## config.mk

```make
export PLATFORM = sky130hd
export DESIGN_NAME = fifo_serializer_flat
export DESIGN_NICKNAME = d
export VERILOG_FILES = /design/src/rtl/fifo_serializer_pkg.sv /design/src/rtl/fifo_serializer_if.sv /design/src/rtl/fifo_serializer.sv /design/src/flat_wrapper.sv
export SDC_FILE = /design/constraint.sdc
export NUM_CORES = 1
export LEC_CHECK = 0
export BUFFER_PORTS_ARGS = -buffer_cell sky130_fd_sc_hd__buf_4
export CAP_MARGIN = 20
export CELL_PAD_IN_SITES_DETAIL_PLACEMENT = 1
export CELL_PAD_IN_SITES_GLOBAL_PLACEMENT = 1
export CORE_ASPECT_RATIO = 0.75
export CORE_MARGIN = 2
export CORE_UTILIZATION = 25
export DETAILED_ROUTE_END_ITERATION = 8
export PLACE_DENSITY = 0.52
export SLEW_MARGIN = 20
export SYNTH_ARGS = -nofsm -noshare
export SYNTH_HDL_FRONTEND = slang
export SYNTH_SLANG_ARGS = --single-unit
```

## constraint.sdc

```tcl
create_clock -name clk -period 3.24 [get_ports clk]
set_clock_uncertainty 0.15 [all_clocks]
set_input_delay 0.486 -clock clk [delete_from_list [all_inputs] [get_ports clk]]
set_output_delay 0.486 -clock clk [all_outputs]
set_load 0.05 [all_outputs]
```

## src/rtl/fifo_serializer_pkg.sv

```systemverilog
// fifo_serializer_pkg: shared types and helpers for the FIFO drain serializer.
// Holds the FSM state encoding and the beat slice offset function.
package fifo_serializer_pkg;

  typedef enum logic {
    IDLE = 1'b0,
    SEND = 1'b1
  } state_e;

  // Bit offset of beat idx inside a wide entry.
  function automatic int unsigned beat_lsb(
    input int unsigned idx,
    input int unsigned w
  );
    return idx * w;
  endfunction

endpackage

```

## src/rtl/fifo_serializer_if.sv

```systemverilog
// fifo_serializer_if: FIFO show-ahead read port plus val/rdy output stream.
// master = serializer side, slave = FIFO/consumer environment side.
interface fifo_serializer_if #(
  parameter int p_in_width  = 32,
  parameter int p_out_width = 8
);
  logic                   fifo_empty;
  logic [p_in_width-1:0]  fifo_rdata;
  logic                   fifo_pop;
  logic                   ostream_val;
  logic                   ostream_rdy;
  logic [p_out_width-1:0] ostream_msg;
  logic                   ostream_last;

  modport master (
    input  fifo_empty,
    input  fifo_rdata,
    input  ostream_rdy,
    output fifo_pop,
    output ostream_val,
    output ostream_msg,
    output ostream_last
  );

  modport slave (
    output fifo_empty,
    output fifo_rdata,
    output ostream_rdy,
    input  fifo_pop,
    input  ostream_val,
    input  ostream_msg,
    input  ostream_last
  );
endinterface

```

## src/rtl/fifo_serializer.sv

```systemverilog
// fifo_serializer: pops wide FIFO entries and emits them LSB beat first.
// Ports: clk, rst (sync, active-high), bus (fifo_serializer_if.master).
module fifo_serializer
  import fifo_serializer_pkg::*;
#(
  parameter int p_in_width  = 32,
  parameter int p_out_width = 8
) (
  input  logic               clk,
  input  logic               rst,
  fifo_serializer_if.master  bus
);

  localparam int NB = p_in_width / p_out_width;
  localparam int CW = $clog2(NB);
  localparam logic [CW-1:0] LAST = CW'(NB - 1);

  if ((p_in_width % p_out_width) != 0 || NB < 2) begin : g_bad_cfg
    $error("fifo_serializer: p_in_width must be a multiple >= 2 of p_out_width");
  end

  state_e                state_q, state_d;
  logic [CW-1:0]         cnt_q, cnt_d;
  logic [p_in_width-1:0] data_q, data_d;
  logic                  pop;
  logic                  last;
  logic                  fire;

  assign last = (state_q == SEND) && (cnt_q == LAST);
  assign fire = (state_q == SEND) && bus.ostream_rdy;

  always_comb begin
    state_d = state_q;
    cnt_d   = cnt_q;
    data_d  = data_q;
    pop     = 1'b0;
    unique case (state_q)
      IDLE: begin
        if (!bus.fifo_empty) begin
          pop     = 1'b1;
          data_d  = bus.fifo_rdata;
          cnt_d   = '0;
          state_d = SEND;
        end
      end
      SEND: begin
        if (fire) begin
          if (!last) begin
            cnt_d = cnt_q + CW'(1);
          end else if (!bus.fifo_empty) begin
            // back-to-back reload keeps one beat per cycle
            pop    = 1'b1;
            data_d = bus.fifo_rdata;
            cnt_d  = '0;
          end else begin
            cnt_d   = '0;
            state_d = IDLE;
          end
        end
      end
    endcase
    // reset wins: the popped head would be lost otherwise
    if (rst) pop = 1'b0;
  end

  always_ff @(posedge clk) begin
    if (rst) begin
      state_q <= IDLE;
      cnt_q   <= '0;
      data_q  <= '0;
    end else begin
      state_q <= state_d;
      cnt_q   <= cnt_d;
      data_q  <= data_d;
    end
  end

  assign bus.fifo_pop     = pop;
  assign bus.ostream_val  = (state_q == SEND);
  assign bus.ostream_last = last;
  assign bus.ostream_msg  =
    p_out_width'(data_q >> beat_lsb(32'(cnt_q), 32'(p_out_width)));

endmodule

```

## src/flat_wrapper.sv

```systemverilog
// flat-port wrapper written by rule: the top's interface ports become plain ports
module fifo_serializer_flat import fifo_serializer_pkg::*;
#(
  parameter int p_in_width  = 32,
  parameter int p_out_width = 8
)
  (clk, rst, bus_fifo_empty, bus_fifo_rdata, bus_ostream_rdy, bus_fifo_pop, bus_ostream_val, bus_ostream_msg, bus_ostream_last);
  fifo_serializer_if #(.p_in_width(p_in_width), .p_out_width(p_out_width)) bus_i ();
  input  logic clk;
  input  logic rst;
  input wire logic [$bits(bus_i.fifo_empty)-1:0] bus_fifo_empty;
  input wire logic [$bits(bus_i.fifo_rdata)-1:0] bus_fifo_rdata;
  input wire logic [$bits(bus_i.ostream_rdy)-1:0] bus_ostream_rdy;
  output wire logic [$bits(bus_i.fifo_pop)-1:0] bus_fifo_pop;
  output wire logic [$bits(bus_i.ostream_val)-1:0] bus_ostream_val;
  output wire logic [$bits(bus_i.ostream_msg)-1:0] bus_ostream_msg;
  output wire logic [$bits(bus_i.ostream_last)-1:0] bus_ostream_last;
  assign bus_i.fifo_empty = bus_fifo_empty;
  assign bus_i.fifo_rdata = bus_fifo_rdata;
  assign bus_i.ostream_rdy = bus_ostream_rdy;
  assign bus_fifo_pop = bus_i.fifo_pop;
  assign bus_ostream_val = bus_i.ostream_val;
  assign bus_ostream_msg = bus_i.ostream_msg;
  assign bus_ostream_last = bus_i.ostream_last;
  fifo_serializer #(.p_in_width(p_in_width), .p_out_width(p_out_width)) u_core (.clk(clk), .rst(rst), .bus(bus_i));
endmodule
```

; ---- Word level (Yosys, flattened, before mapping)
; Index checks and enable logic that the tools add are counted.
[word_totals]
reg_bits = 35
in_bits = 36
output_inout_bits = 11
[op_classes]
addsub = 1
eq_ne = 4
shift = 1
muxes = 16
n_bitwise = 1
reduce_logical = 4
[op_table]
columns = operator, n
row1 = 32-bit 2-to-1 mux, 3
row2 = 32-bit case mux with 2 select lines, 1
row3 = 32-bit by 5-bit >> shifter with 8-bit output, 1
row4 = 1-bit 2-to-1 mux, 6
row5 = 2-bit 2-to-1 mux, 3
row6 = 2-bit inequality test (second input constant), 3
row7 = 1-bit case mux with 2 select lines, 2
row8 = 2-bit case mux with 2 select lines, 1
row9 = 2-bit AND reduction, 2
row10 = 2-bit by 1-bit adder with 2-bit output (second input constant), 1
row11 = 2-bit equality test (second input constant), 1
row12 = 1-bit logical AND, 2
row13 = 1-bit NOT, 1

; ---- Depth between registers and ports, before layout
; Gate-level depths: netlist of run 1.
[depth]
word_depth = 6
depth_mapped = 6
depth_no_buf = 4

; ---- Worst setup path after synthesis of run 1
; No wires, ideal clock.
[synth_timing]
path_type = register to output
from = register u_core.state_q (netlist: u_core.bus.ostream_val)
to = output bus_fifo_pop
t_arrival_ps = 1953
t_required_ps = 2604
slack_ps = 651
path_stages_with_launch = 4
path_buffers = 1
path_cell_list = dfxtp_1 > a21boi_4 > clkbuf_1 > nor3_1
[synth_via]
elab_chain_len = 5
elab_cells_between_ends = 7
[synth_lines]
columns = element, line
row1 = start: declaration, fifo_serializer.sv:22  ; state_e state_q, state_d;
row2 = start signal: assignment, fifo_serializer.sv:72  ; state_q <= state_d;
row3 = 1-bit logical AND, fifo_serializer.sv:29  ; assign last = (state_q == SEND) && (cnt_q == LAST);
row4 = 1-bit 2-to-1 mux, fifo_serializer.sv:48  ; if (!last) begin
row5 = 1-bit 2-to-1 mux, fifo_serializer.sv:47  ; if (fire) begin
row6 = 1-bit case mux with 2 select lines *, fifo_serializer.sv:37  ; unique case (state_q)
row7 = 1-bit 2-to-1 mux *, fifo_serializer.sv:63  ; if (rst) pop = 1'b0;
row8 = end: declaration, flat_wrapper.sv:14  ; output wire logic [$bits(bus_i.fifo_pop)-1:0] bus_fifo_pop;
; Mark *: on every way between the ends. The rest lies on a longest branch, timed or not.

; ---- Worst setup path after layout of run 1
[layout_timing]
from = register u_core.cnt_q[1]
to = output bus_fifo_pop
[layout_via]
elab_chain_len = 6
[layout_lines]
columns = element, line
row1 = start: declaration, fifo_serializer.sv:23  ; logic [CW-1:0] cnt_q, cnt_d;
row2 = start signal: assignment, fifo_serializer.sv:73  ; cnt_q <= cnt_d;
row3 = 2-bit equality test, fifo_serializer.sv:29
row4 = 1-bit logical AND, fifo_serializer.sv:29
row5 = 1-bit 2-to-1 mux, fifo_serializer.sv:48
row6 = 1-bit 2-to-1 mux, fifo_serializer.sv:47
row7 = 1-bit case mux with 2 select lines, fifo_serializer.sv:37
row8 = 1-bit 2-to-1 mux, fifo_serializer.sv:63
; No other way between the ends.

==> metrics.yaml, run 1 <==
global_routing:
  grt_max_degree: 69
  grt_pass1_vias: 1509
  grt_pass1_wl_um: 7672
  gr-total-overflow: 0
  antenna_found_initial: 0
  grtUsageTotal_pct: 13.56
worst_setup_path:
  critPathKind: "flip-flop to output pin"
  crit_arrival_ps: 1960
  reg2regPathDepth: 5
  worstSetupEndpointType: "output pin"
  start_kind: "flip-flop"
  r2r_slack_ps: 920
  regToRegEndpoint: "u_core.data_q[19]$_SDFFE_PP0P_"
  required_ps: 2600
  crit_fanout: 28
  r2r_start: "u_core.cnt_q[1]$_SDFFE_PP0P_"
clock_tree:
  cts_made_buffers: 5
  hold_buffers: 0
  cts_resized: 0
  cts_sinks: 35
  htreeDepth: 2
  clkTransAtPathRegs_ps: 70
  cts_setup_buffers: 0
  cts_tree: "done"
  clockBufferDepth: 2
  clockRootBuffer: "clkbuf_8"
  clk_latency_ps: 280
synthesis:
  synth_top_cell_by_area: "dfxtp_1"
  synth-xor-area-share_pct: 0
  synth_simple_gate_area_share_pct: 18.87
  synthTopCellsByArea: "dfxtp_1 42%, or3b_1 14%, mux4_2 11%"
  synth_edf_count: 0
  synth_ff_type: "dfxtp_1"
  synth_nets: 209
  synthMostInstantiatedCell: "dfxtp_1"
  avgSynthCellArea_um2: 9.755
  synthCells: 172
  ys_seq_area_share_pct: 41.76
  async_flop_share_pct: 0
  synthAdderAreaFrac_pct: 0.7457
  ys_types: 21
  synth_top_area_share_pct: 41.76
  synth_top_family_by_area: "compound AO/OA/AOI/OAI gates"
  synth_seq_cells: 35
  ys_warn_count: 0
  synth_compound_area_share_pct: 21.70
  ys_top_cells_by_count: "35 x dfxtp_1, 34 x a21oi_1, 26 x or3b_1"
  muxShareOfSynthArea_pct: 10.74
  syn_area_um2: 1678
route:
  dr.pass1.iters: 6
  wl_per_cell_um: 16.43
  wl_um: 4733
  drc: 0
  antenna_left: 0
  dr.first_iter.drc_count: 32
  vias: 1418
  via_per_inst: 4.924
flow_run:
  maxCapViolCount: 0
sta:
  fmax_mhz: 384.7
  max_slew_margin_pct: 58.97
  finalMaxSlewViolations: 0
  min_period_ps: 2599
  layout_setup_ws_ps: 640.9
  setup_violations: 0
  rsz0062_at_grt: "no"
  hold_viol: 0
  tightestPinTransition_ps: 613.9
  setup_tns_ps: 0
  period_share_pct: 80.22
floorplanning:
  coreArea_um2: 6381
  die_y_um: 74.95
  start_util_pct: 26.29
  dieArea_um2: 7389
  die_w_um: 98.60
  num_io_pins: 47
  rows: 25
placed_design:
  dp_slack_ps: 891.8
  dpl.cell_count: 280
  dp_hpwl_um: 3203
  place_congestion: 0.7522
  portBuffers: 46
status:
  status: "finished clean"
cells_and_area:
  synthToLayoutAreaGrowth_pct: 26.85
  layout.cells.non_filler: 288
  nNetsFinal: 243
  fin_util_pct: 33.35
  drive_gt1_share_pct: 33.33
  diodes: 0
power:
  leakagePower_nw: 0.8011
  vdd_drop_max_mv: 0.2013
  total_power_w: 0.0009878
  power.density_nw_per_um2: 464.1
hold_path:
  min-delay-path-class: "flip-flop to flip-flop"
  hp-start: "u_core.data_q[13]$_SDFFE_PP0P_"
  hold_end: "u_core.data_q[13]$_SDFFE_PP0P_"
  hold_depth: 2
flip-flops by register name, indices dropped and copies added (netlist names):
register,cells
u_core.bus.ostream_val,1
u_core.data_q,32
u_core.cnt_q,2
where the power goes:
| part | internal [W] | switching, W | leakage (nW) |
|---|---|---|---|
| Combinational | 0.0000757 | 0.0000890 | 0.462 |
| Clock | 0.000194 | 0.000156 | 0.0515 |
| Sequential | 0.000454 | 0.0000184 | 0.287 |
| Total | 0.000724 | 0.000264 | 0.801 |
kinds of logic after synthesis:
family | count (synthesis)
buffers and inverters | 20
and+or+nand+nor | 39
adders and majority gates | 1
muxes | 8
AOI/OAI and AO/OA | 69
DFF | 35
area by class of cell:
| cell class | count | area, um^2 |
|---|---|---|
| clock buffers | 8 | 100.1 |
| fillers | 739 | 4253 |
| multi-input cells | 117 | 873.3 |
| flip-flops and latches | 35 | 700.7 |
| well taps | 81 | 101.3 |
| repair buffers | 47 | 352.8 |
per-stage QoR:
stage | hold slack, ps | instance area (um^2)
after floorplan | 300.3 | 1678
after global placement | 314.7 | 2028
after detailed placement | 322.3 | 2028
after CTS | 336.1 | 2128
after global routing | 361.4 | 2128
final | 334.8 | 2128
worst max-delay path: stages, from the launching register on:
cell	delay (ps)
dfxtp_1	480
ha_1	320
a21boi_4	520
nor3_1	110
buf_4	220
layer usage:
layer	wire (um)	share of wire [%]	up-vias	GRT usage, %
met2	2115	45	41	20.63
li1	-	-	708	-
met3	256	5.4	2	4.085
met5	0	0	-	0
met1	2337	49	667	18.63
met4	23	0.49	0	4.566
placed cells by master, fill, tap and decap left out, types with 2 or more instances in the layout:
cell / netlist / final
buf_4: 0 / 47
dfxtp_1: 35 / 35
a21oi_1: 34 / 34
or3b_1: 26 / 26
o21ai_0: 25 / 25
mux4_2: 8 / 8
o21ai_1: 7 / 7
clkbuf_8: 0 / 7
or3b_2: 6 / 6
o211ai_1: 2 / 2
how the worst max path moves through the flow:
stage | slack (ps) | cells after the start | start | end
2_1_floorplan | 650 | 3 | u_core.bus.ostream_val$_SDFF_PP0_ | bus_fifo_pop
6_report | 640 | 4 | u_core.cnt_q[1]$_SDFFE_PP0P_ | bus_fifo_pop
3_3_place_gp | 1040 | 5 | u_core.cnt_q[1]$_SDFFE_PP0P_ | u_core.data_q[31]$_SDFFE_PP0P_
5_1_grt | 430 | 4 | u_core.cnt_q[1]$_SDFFE_PP0P_ | bus_fifo_pop
3_5_place_dp | 890 | 5 | u_core.cnt_q[1]$_SDFFE_PP0P_ | u_core.data_q[19]$_SDFFE_PP0P_
4_1_cts | 600 | 4 | u_core.cnt_q[1]$_SDFFE_PP0P_ | bus_fifo_pop
Power figures use the tool's default switching activity.
==> run 2, diff against run 1 <==
--- a/config.mk
+++ b/config.mk
@@ -5,6 +5,7 @@
 export SDC_FILE = /design/constraint.sdc
 export NUM_CORES = 1
 export LEC_CHECK = 0
+export ABC_AREA = 1
 export BUFFER_PORTS_ARGS = -buffer_cell sky130_fd_sc_hd__buf_4
 export CAP_MARGIN = 20
 export CELL_PAD_IN_SITES_DETAIL_PLACEMENT = 1
@@ -13,7 +14,7 @@
 export CORE_MARGIN = 2
 export CORE_UTILIZATION = 25
 export DETAILED_ROUTE_END_ITERATION = 8
-export PLACE_DENSITY = 0.52
+export PLACE_DENSITY = 0.55
 export SLEW_MARGIN = 20
 export SYNTH_ARGS = -nofsm -noshare
 export SYNTH_HDL_FRONTEND = slang
==> constraint.sdc (replaced) <==
create_clock -name clk -period 2.51 [get_ports clk]
set_clock_uncertainty 0.15 [all_clocks]
set_input_delay 0.3765 -clock clk [delete_from_list [all_inputs] [get_ports clk]]
set_output_delay 0.3765 -clock clk [all_outputs]
set_load 0.05 [all_outputs]
==> run 2 against run 1 <==
Against the previous run: global-route usage up 0.28 points; utilization fell by 0.77 points; combinational power increased by 110%; clock power up 31%; final cell count up 51%; critical endpoint unchanged; highest routed layer unchanged.
==> metrics.yaml, run 2 <==
floorplanning:
  die_w_um: 103.7  # +5.2%
  rows: 27  # +8.0%
  num_io_pins: 47  # unchanged
  dieArea_um2: 8176  # +11%
  die_y_um: 78.81  # +5.2%
  coreArea_um2: 7297  # +14%
  start_util_pct: 25.57  # -0.73 points
worst_setup_path:
  r2r_slack_ps: 740  # -180 ps
  worstSetupEndpointType: "output pin"
  start_kind: "flip-flop"
  reg2regPathDepth: 8  # +3
  required_ps: 1980  # -620 ps
  critPathKind: "flip-flop to output pin"
  crit_fanout: 18  # -36%
  crit_arrival_ps: 1540  # -420 ps
sta:
  min_period_ps: 2071
  rsz0062_at_grt: "no"
  period_share_pct: 82.52
  layout_setup_ws_ps: 438.6  # -202.3 ps
  setup_tns_ps: 0  # unchanged
  setup_violations: 0  # unchanged
  fmax_mhz: 482.8
  finalMaxSlewViolations: 0  # unchanged
  max_slew_margin_pct: 61.80  # +2.8 points
  hold_viol: 0  # unchanged
  tightestPinTransition_ps: 572.4  # -41.55 ps
power:
  power.density_nw_per_um2: 597.3  # +29%
  leakagePower_nw: 1.207  # +51%
  pwr-share-clk_pct: 32.2  # -3.3 points
  power.share.switching_pct: 31.20  # +4.5 points
  p_int_w: 0.0009769  # +35%
  power_frac_seq_pct: 43.8  # -4.1 points
  vdd_drop_max_mv: 0.1709  # -15%
  p_comb_share_pct: 23.9  # +7.2 points
  p_sw_w: 0.0004429  # +68%
cells_and_area:
  nNetsFinal: 370  # +52%
  largest_register_ffs: 32  # unchanged
  fin_util_pct: 32.58  # -0.77 points
  synthToLayoutAreaGrowth_pct: 27.43
  regMostFlops: "u_core.data_q"
  final_area_um2: 2377  # +12%
  diodes: 0  # unchanged
  final_cell_mix: "56 x nand2_1, 52 x buf_4, 51 x inv_1"
  mostFrequentLayoutCell: "nand2_1"
  drive_gt1_share_pct: 18.56  # -15 points
clock_tree:
  htreeDepth: 2  # unchanged
  cts_made_buffers: 5  # unchanged
  cts_resized: 0  # unchanged
  cts_tree: "done"
  cts_sinks: 35  # unchanged
  clockBufferDepth: 2  # unchanged
  hold_buffers: 0  # unchanged
  clockRootBuffer: "clkbuf_8"
  clkTransAtPathRegs_ps: 70  # about the same
  clk_latency_ps: 290  # about the same
  cts_setup_buffers: 0  # unchanged
flow_run:
  maxCapViolCount: 0  # unchanged
synthesis:
  ys_seq_area_share_pct: 37.56  # -4.2 points
  synth_top_area_share_pct: 37.56  # -4.2 points
  synth_edf_count: 0  # unchanged
  ys_top_cells_by_count: "57 x nand2_1, 52 x inv_1, 42 x a21oi_1"
  synthMostInstantiatedCell: "nand2_1"
  synth_ff_type: "dfxtp_1"
  synth_nets: 333  # +59%
  async_flop_share_pct: 0  # unchanged
  synth_top_cell_by_area: "dfxtp_1"
  synthCells: 296  # +72%
  synthTopCellsByArea: "dfxtp_1 38%, nand2_1 11%, a21oi_1 11%"
  ys_types: 14  # -33%
  avgSynthCellArea_um2: 6.302  # -35%
  synth_seq_cells: 35  # unchanged
  ys_warn_count: 0  # unchanged
  syn_area_um2: 1866  # +11%
route:
  antenna_left: 0  # unchanged
  dr.first_iter.drc_count: 52  # +63%
  wl_um: 5288  # +12%
  via_per_inst: 4.308  # -13%
  drc: 0  # unchanged
  vias: 1874  # +32%
  wl_per_cell_um: 12.16  # -26%
  dr.pass1.iters: 4  # -2
global_routing:
  grtUsageTotal_pct: 13.84  # +0.28 points
  antenna_found_initial: 0  # unchanged
  gr-total-overflow: 0  # unchanged
  grt_max_degree: 35  # -49%
  grt_pass1_wl_um: 9032  # +18%
  grt_pass1_vias: 1878  # +24%
hold_path:
  min-delay-path-class: "input port to flip-flop"
  hold_depth: 2  # unchanged
placed_design:
  dp_hpwl_um: 3726  # +16%
  dp_slack_ps: 745.6  # -146.2 ps
  place_congestion: 0.6917  # -8.0%
  portBuffers: 46  # unchanged
  dpl_cell_area_um2: 2277  # +12%
status:
  status: "finished clean"
run 2: cell types whose count changed in the layout (fill, tap and decap cells not counted), sizes merged, moves of 6 or more:
cell | before | now
nand2 | 1 | 57
inv | 0 | 52
nor2 | 1 | 36
nand3 | 1 | 34
or3b | 32 | 0
o21ai | 32 | 8
a21oi | 34 | 42
mux4 | 8 | 0
buf | 47 | 53
o211ai | 2 | 8
run 2: metal layers:
metal | GRT usage (%) | wire length (um)
met2 | 20.66 | 2186
met1 | 19.19 | 2820
met5 | 0 | 0
met4 | 4.865 | 55
met3 | 3.777 | 226
run 2: cells by family (layout without fill, tap and decap cells):
group                      Yosys count  after routing  synth area share, %
AOI/OAI and AO/OA                   58             58                16.63
adders and majority gates            1              1               0.6706
DFF                                 35             35                37.56
buffers and inverters               75            113                17.30
and+or+nand+nor                    127            127                27.83
run 2: worst max-delay path, stage by stage, from the launching register on:
cell and delay (ps):
dfxtp_1 310, buf_4 220, ha_1 230, nand2_1 80, nand2_2 70, nand2_1 50, nor2_1 90, buf_4 200
run 2: metrics by stage:
stage	hold WS, ps	cells	total power (W)
3_3_place_gp	317.5	427	0.0009777
6_report	118.5	435	0.001420
3_5_place_dp	319.0	427	0.0009811
4_1_cts	104.2	435	0.001450
2_1_floorplan	295.6	296	0.0008625
5_1_grt	107.5	435	0.001512
run 2: cell type report:
type,count,area [um^2]
multi-input cells,186,844.6
inverters,52,195.2
fillers,978,4920
well taps,101,126.4
flip-flops and latches,35,700.7
clock buffers,8,100.1
repair buffers,53,410.4
run 2: path summary, 6_finish.rpt:
check	from	to
worst max register to register	u_core.cnt_q[1]$_SDFFE_PP0P_	u_core.data_q[29]$_SDFFE_PP0P_
worst max-delay path	u_core.cnt_q[1]$_SDFFE_PP0P_	bus_fifo_pop
worst min register to register	u_core.data_q[19]$_SDFFE_PP0P_	u_core.data_q[19]$_SDFFE_PP0P_
worst min-delay path	bus_fifo_empty	u_core.bus.ostream_val$_SDFF_PP0_
run 2: power by group through the flow:
stage / Sequential (W) / Combinational, W / Clock [W]
after floorplan: 0.000631 / 0.000232 / 0
after global placement: 0.000635 / 0.000343 / 0
after detailed placement: 0.000635 / 0.000346 / 0
after CTS: 0.000623 / 0.000346 / 0.000482
after global routing: 0.000628 / 0.000381 / 0.000504
final: 0.000622 / 0.000340 / 0.000458
==> run 3, diff against run 2 <==
--- a/config.mk
+++ b/config.mk
@@ -5,7 +5,7 @@
 export SDC_FILE = /design/constraint.sdc
 export NUM_CORES = 1
 export LEC_CHECK = 0
-export ABC_AREA = 1
+export ABC_AREA = 0
 export BUFFER_PORTS_ARGS = -buffer_cell sky130_fd_sc_hd__buf_4
 export CAP_MARGIN = 20
 export CELL_PAD_IN_SITES_DETAIL_PLACEMENT = 1
@@ -14,7 +14,7 @@
 export CORE_MARGIN = 2
 export CORE_UTILIZATION = 25
 export DETAILED_ROUTE_END_ITERATION = 8
-export PLACE_DENSITY = 0.55
+export PLACE_DENSITY = 0.54
 export SLEW_MARGIN = 20
 export SYNTH_ARGS = -nofsm -noshare
 export SYNTH_HDL_FRONTEND = slang
==> constraint.sdc (replaced) <==
create_clock -name clk -period 1.8 [get_ports clk]
set_clock_uncertainty 0.15 [all_clocks]
set_input_delay 0.27 -clock clk [delete_from_list [all_inputs] [get_ports clk]]
set_output_delay 0.27 -clock clk [all_outputs]
set_load 0.05 [all_outputs]
==> run 3 against run 2 <==
Against the previous run: power is 22% higher; final cell count is 31% lower; sequential power is 36% higher; the run now ends with negative setup slack left; sequential share of layout area is 1.5 points higher.
==> metrics.yaml, run 3 (same netlist as run 1, synthesis figures left out) <==
route:
  dr.pass1.iters: 4  # unchanged
  wl_um: 4826  # -8.7%
  vias: 1482  # -21%
  wl_per_cell_um: 16.14  # +33%
  via_per_inst: 4.957  # +15%
  antenna_left: 0  # unchanged
  dr.first_iter.drc_count: 61  # +17%
  drc: 0  # unchanged
cells_and_area:
  final_cell_mix: "44 x buf_4, 34 x a21oi_1, 32 x dfxtp_1"
  diodes: 0  # unchanged
  mostFrequentLayoutCell: "buf_4"
  synthToLayoutAreaGrowth_pct: 36.02
  drive_gt1_share_pct: 38.07  # +20 points
  regMostFlops: "u_core.data_q"
  nNetsFinal: 254  # -31%
  largest_register_ffs: 32  # unchanged
  fin_util_pct: 35.76  # +3.2 points
placed_design:
  portBuffers: 46  # unchanged
  dp_hpwl_um: 3337  # -10%
  place_congestion: 0.7931  # +15%
worst_setup_path:
  r2r_slack_ps: -20  # -760 ps
  crit_arrival_ps: 1470  # -70 ps
  regToRegEndpoint: "u_core.data_q[10]$_SDFFE_PP0P_"
  required_ps: 1380  # -600 ps
  reg2regPathDepth: 6  # -2
  critPathKind: "flip-flop to output pin"
  crit_path_start: "u_core.cnt_q[1]$_SDFFE_PP0P_"
  crit_fanout: 4  # -14
  r2r_start: "u_core.cnt_q[1]$_SDFFE_PP0P_"
  start_kind: "flip-flop"
  worstSetupEndpointType: "output pin"
floorplanning:
  coreArea_um2: 6381  # -13%
  die_w_um: 98.60  # -5.0%
  rows: 25  # -7.4%
  start_util_pct: 26.29  # +0.73 points
  dieArea_um2: 7389  # -9.6%
  num_io_pins: 47  # unchanged
  die_y_um: 74.95  # -4.9%
clock_tree:
  htreeDepth: 2  # unchanged
  cts_tree: "done"
  clockRootBuffer: "clkbuf_8"
  cts_sinks: 35  # unchanged
  clockBufferDepth: 2  # unchanged
  clk_latency_ps: 270  # -20 ps
  hold_buffers: 0  # unchanged
  clkTransAtPathRegs_ps: 70  # about the same
  cts_made_buffers: 5  # unchanged
hold_path:
  hold_depth: 3  # +1
  hold_end: "u_core.cnt_q[1]$_SDFFE_PP0P_"
  min-delay-path-class: "input port to flip-flop"
  hp-start: "bus_ostream_rdy"
sta:
  finalMaxSlewViolations: 0  # unchanged
  min_period_ps: 1888
  hold_slack_ps: 147.4  # +28.95 ps
  rsz0062_at_grt: "yes"
  fmax_mhz: 529.6
  setup_tns_ps: -618.7  # -618.7 ps
  hold_viol: 0  # unchanged
  max_slew_margin_pct: 63.85  # +2.0 points
  setup_violations: 11  # +11
  layout_setup_ws_ps: -88.25  # -526.9 ps
  tightestPinTransition_ps: 542.3  # -30.09 ps
  period_share_pct: 104.9
global_routing:
  gr-total-overflow: 0  # unchanged
  grt_pass1_wl_um: 7935  # -12%
  grt_max_degree: 69  # +97%
  grt_pass1_vias: 1518  # -19%
  grtUsageTotal_pct: 13.69  # -0.15 points
  antenna_found_initial: 0  # unchanged
flow_run:
  maxCapViolCount: 0  # unchanged
power:
  power.density_nw_per_um2: 757.8  # +27%
  p_int_w: 0.001259  # +29%
  pwr-share-clk_pct: 31.1  # -1.1 points
  p_comb_share_pct: 20.0  # -3.9 points
  power_frac_seq_pct: 48.9  # +5.1 points
  leakagePower_nw: 0.8725  # -28%
  vdd_drop_max_mv: 0.2661  # +56%
  p_sw_w: 0.0004702  # +6.2%
  power.share.switching_pct: 27.19  # -4.0 points
status:
  failed_checks: "negative setup slack"
  status: "complete, but fails checks"
==> run 3: worst max path at each step <==
stage	to	slack (ps)	depth (start not counted)
CTS	bus_ostream_msg[4]	-100	3
floorplan	bus_ostream_msg[2]	160	2
detailed placement	u_core.data_q[13]$_SDFFE_PP0P_	50	5
global placement	bus_ostream_msg[1]	160	3
global route	bus_ostream_msg[4]	-140	3
finish	bus_ostream_msg[4]	-90	3
==> run 3: timing repair <==
action,in CTS,in global routing
buffers inserted,4,0
endpoints found under the setup margin,9,23
gates cloned,0,0
resized for setup,18,1
hold endpoints to repair,0,0
pin swaps,1,0
==> run 3: critical path, stage by stage, from the launching register on <==
cell     delay, ps
dfxtp_4        370
buf_6          120
mux4_2         530
buf_8          170
==> run 3: power by group through the flow <==
stage | Sequential [W] | Clock, W | Combinational, W
2_1_floorplan | 0.000855 | 0 | 0.000205
3_3_place_gp | 0.000862 | 0 | 0.000313
3_5_place_dp | 0.000863 | 0 | 0.000321
4_1_cts | 0.000845 | 0.000567 | 0.000349
5_1_grt | 0.000850 | 0.000605 | 0.000377
6_report | 0.000846 | 0.000537 | 0.000347
==> run 3: layer usage <==
layer	up-vias	GRT usage (%)	part of all wire [%]
met5	-	0	0
met4	0	2.740	0.39
met3	2	4.178	5.9
met2	35	21.47	45
met1	717	18.99	48
li1	728	-	-
==> run 3: through the flow <==
| stage | setup WS (ps) | power (W) | instance area [um^2] | cells |
|---|---|---|---|---|
| after floorplan | 156.1 | 0.001060 | 1690 | 172 |
| after global placement | 160.9 | 0.001175 | 2106 | 287 |
| after detailed placement | 51.21 | 0.001185 | 2106 | 287 |
| after CTS | -105.0 | 0.001760 | 2278 | 299 |
| after global routing | -137.3 | 0.001832 | 2282 | 299 |
| final | -88.25 | 0.001730 | 2282 | 299 |
==> run 3: final cells by class <==
type,count,area [um^2]
clock buffers,7,76.32
clock inverters,1,5.005
fillers,742,4099
multi-input cells,117,884.6
flip-flops and latches,35,706.9
well taps,81,101.3
repair buffers,58,508.0
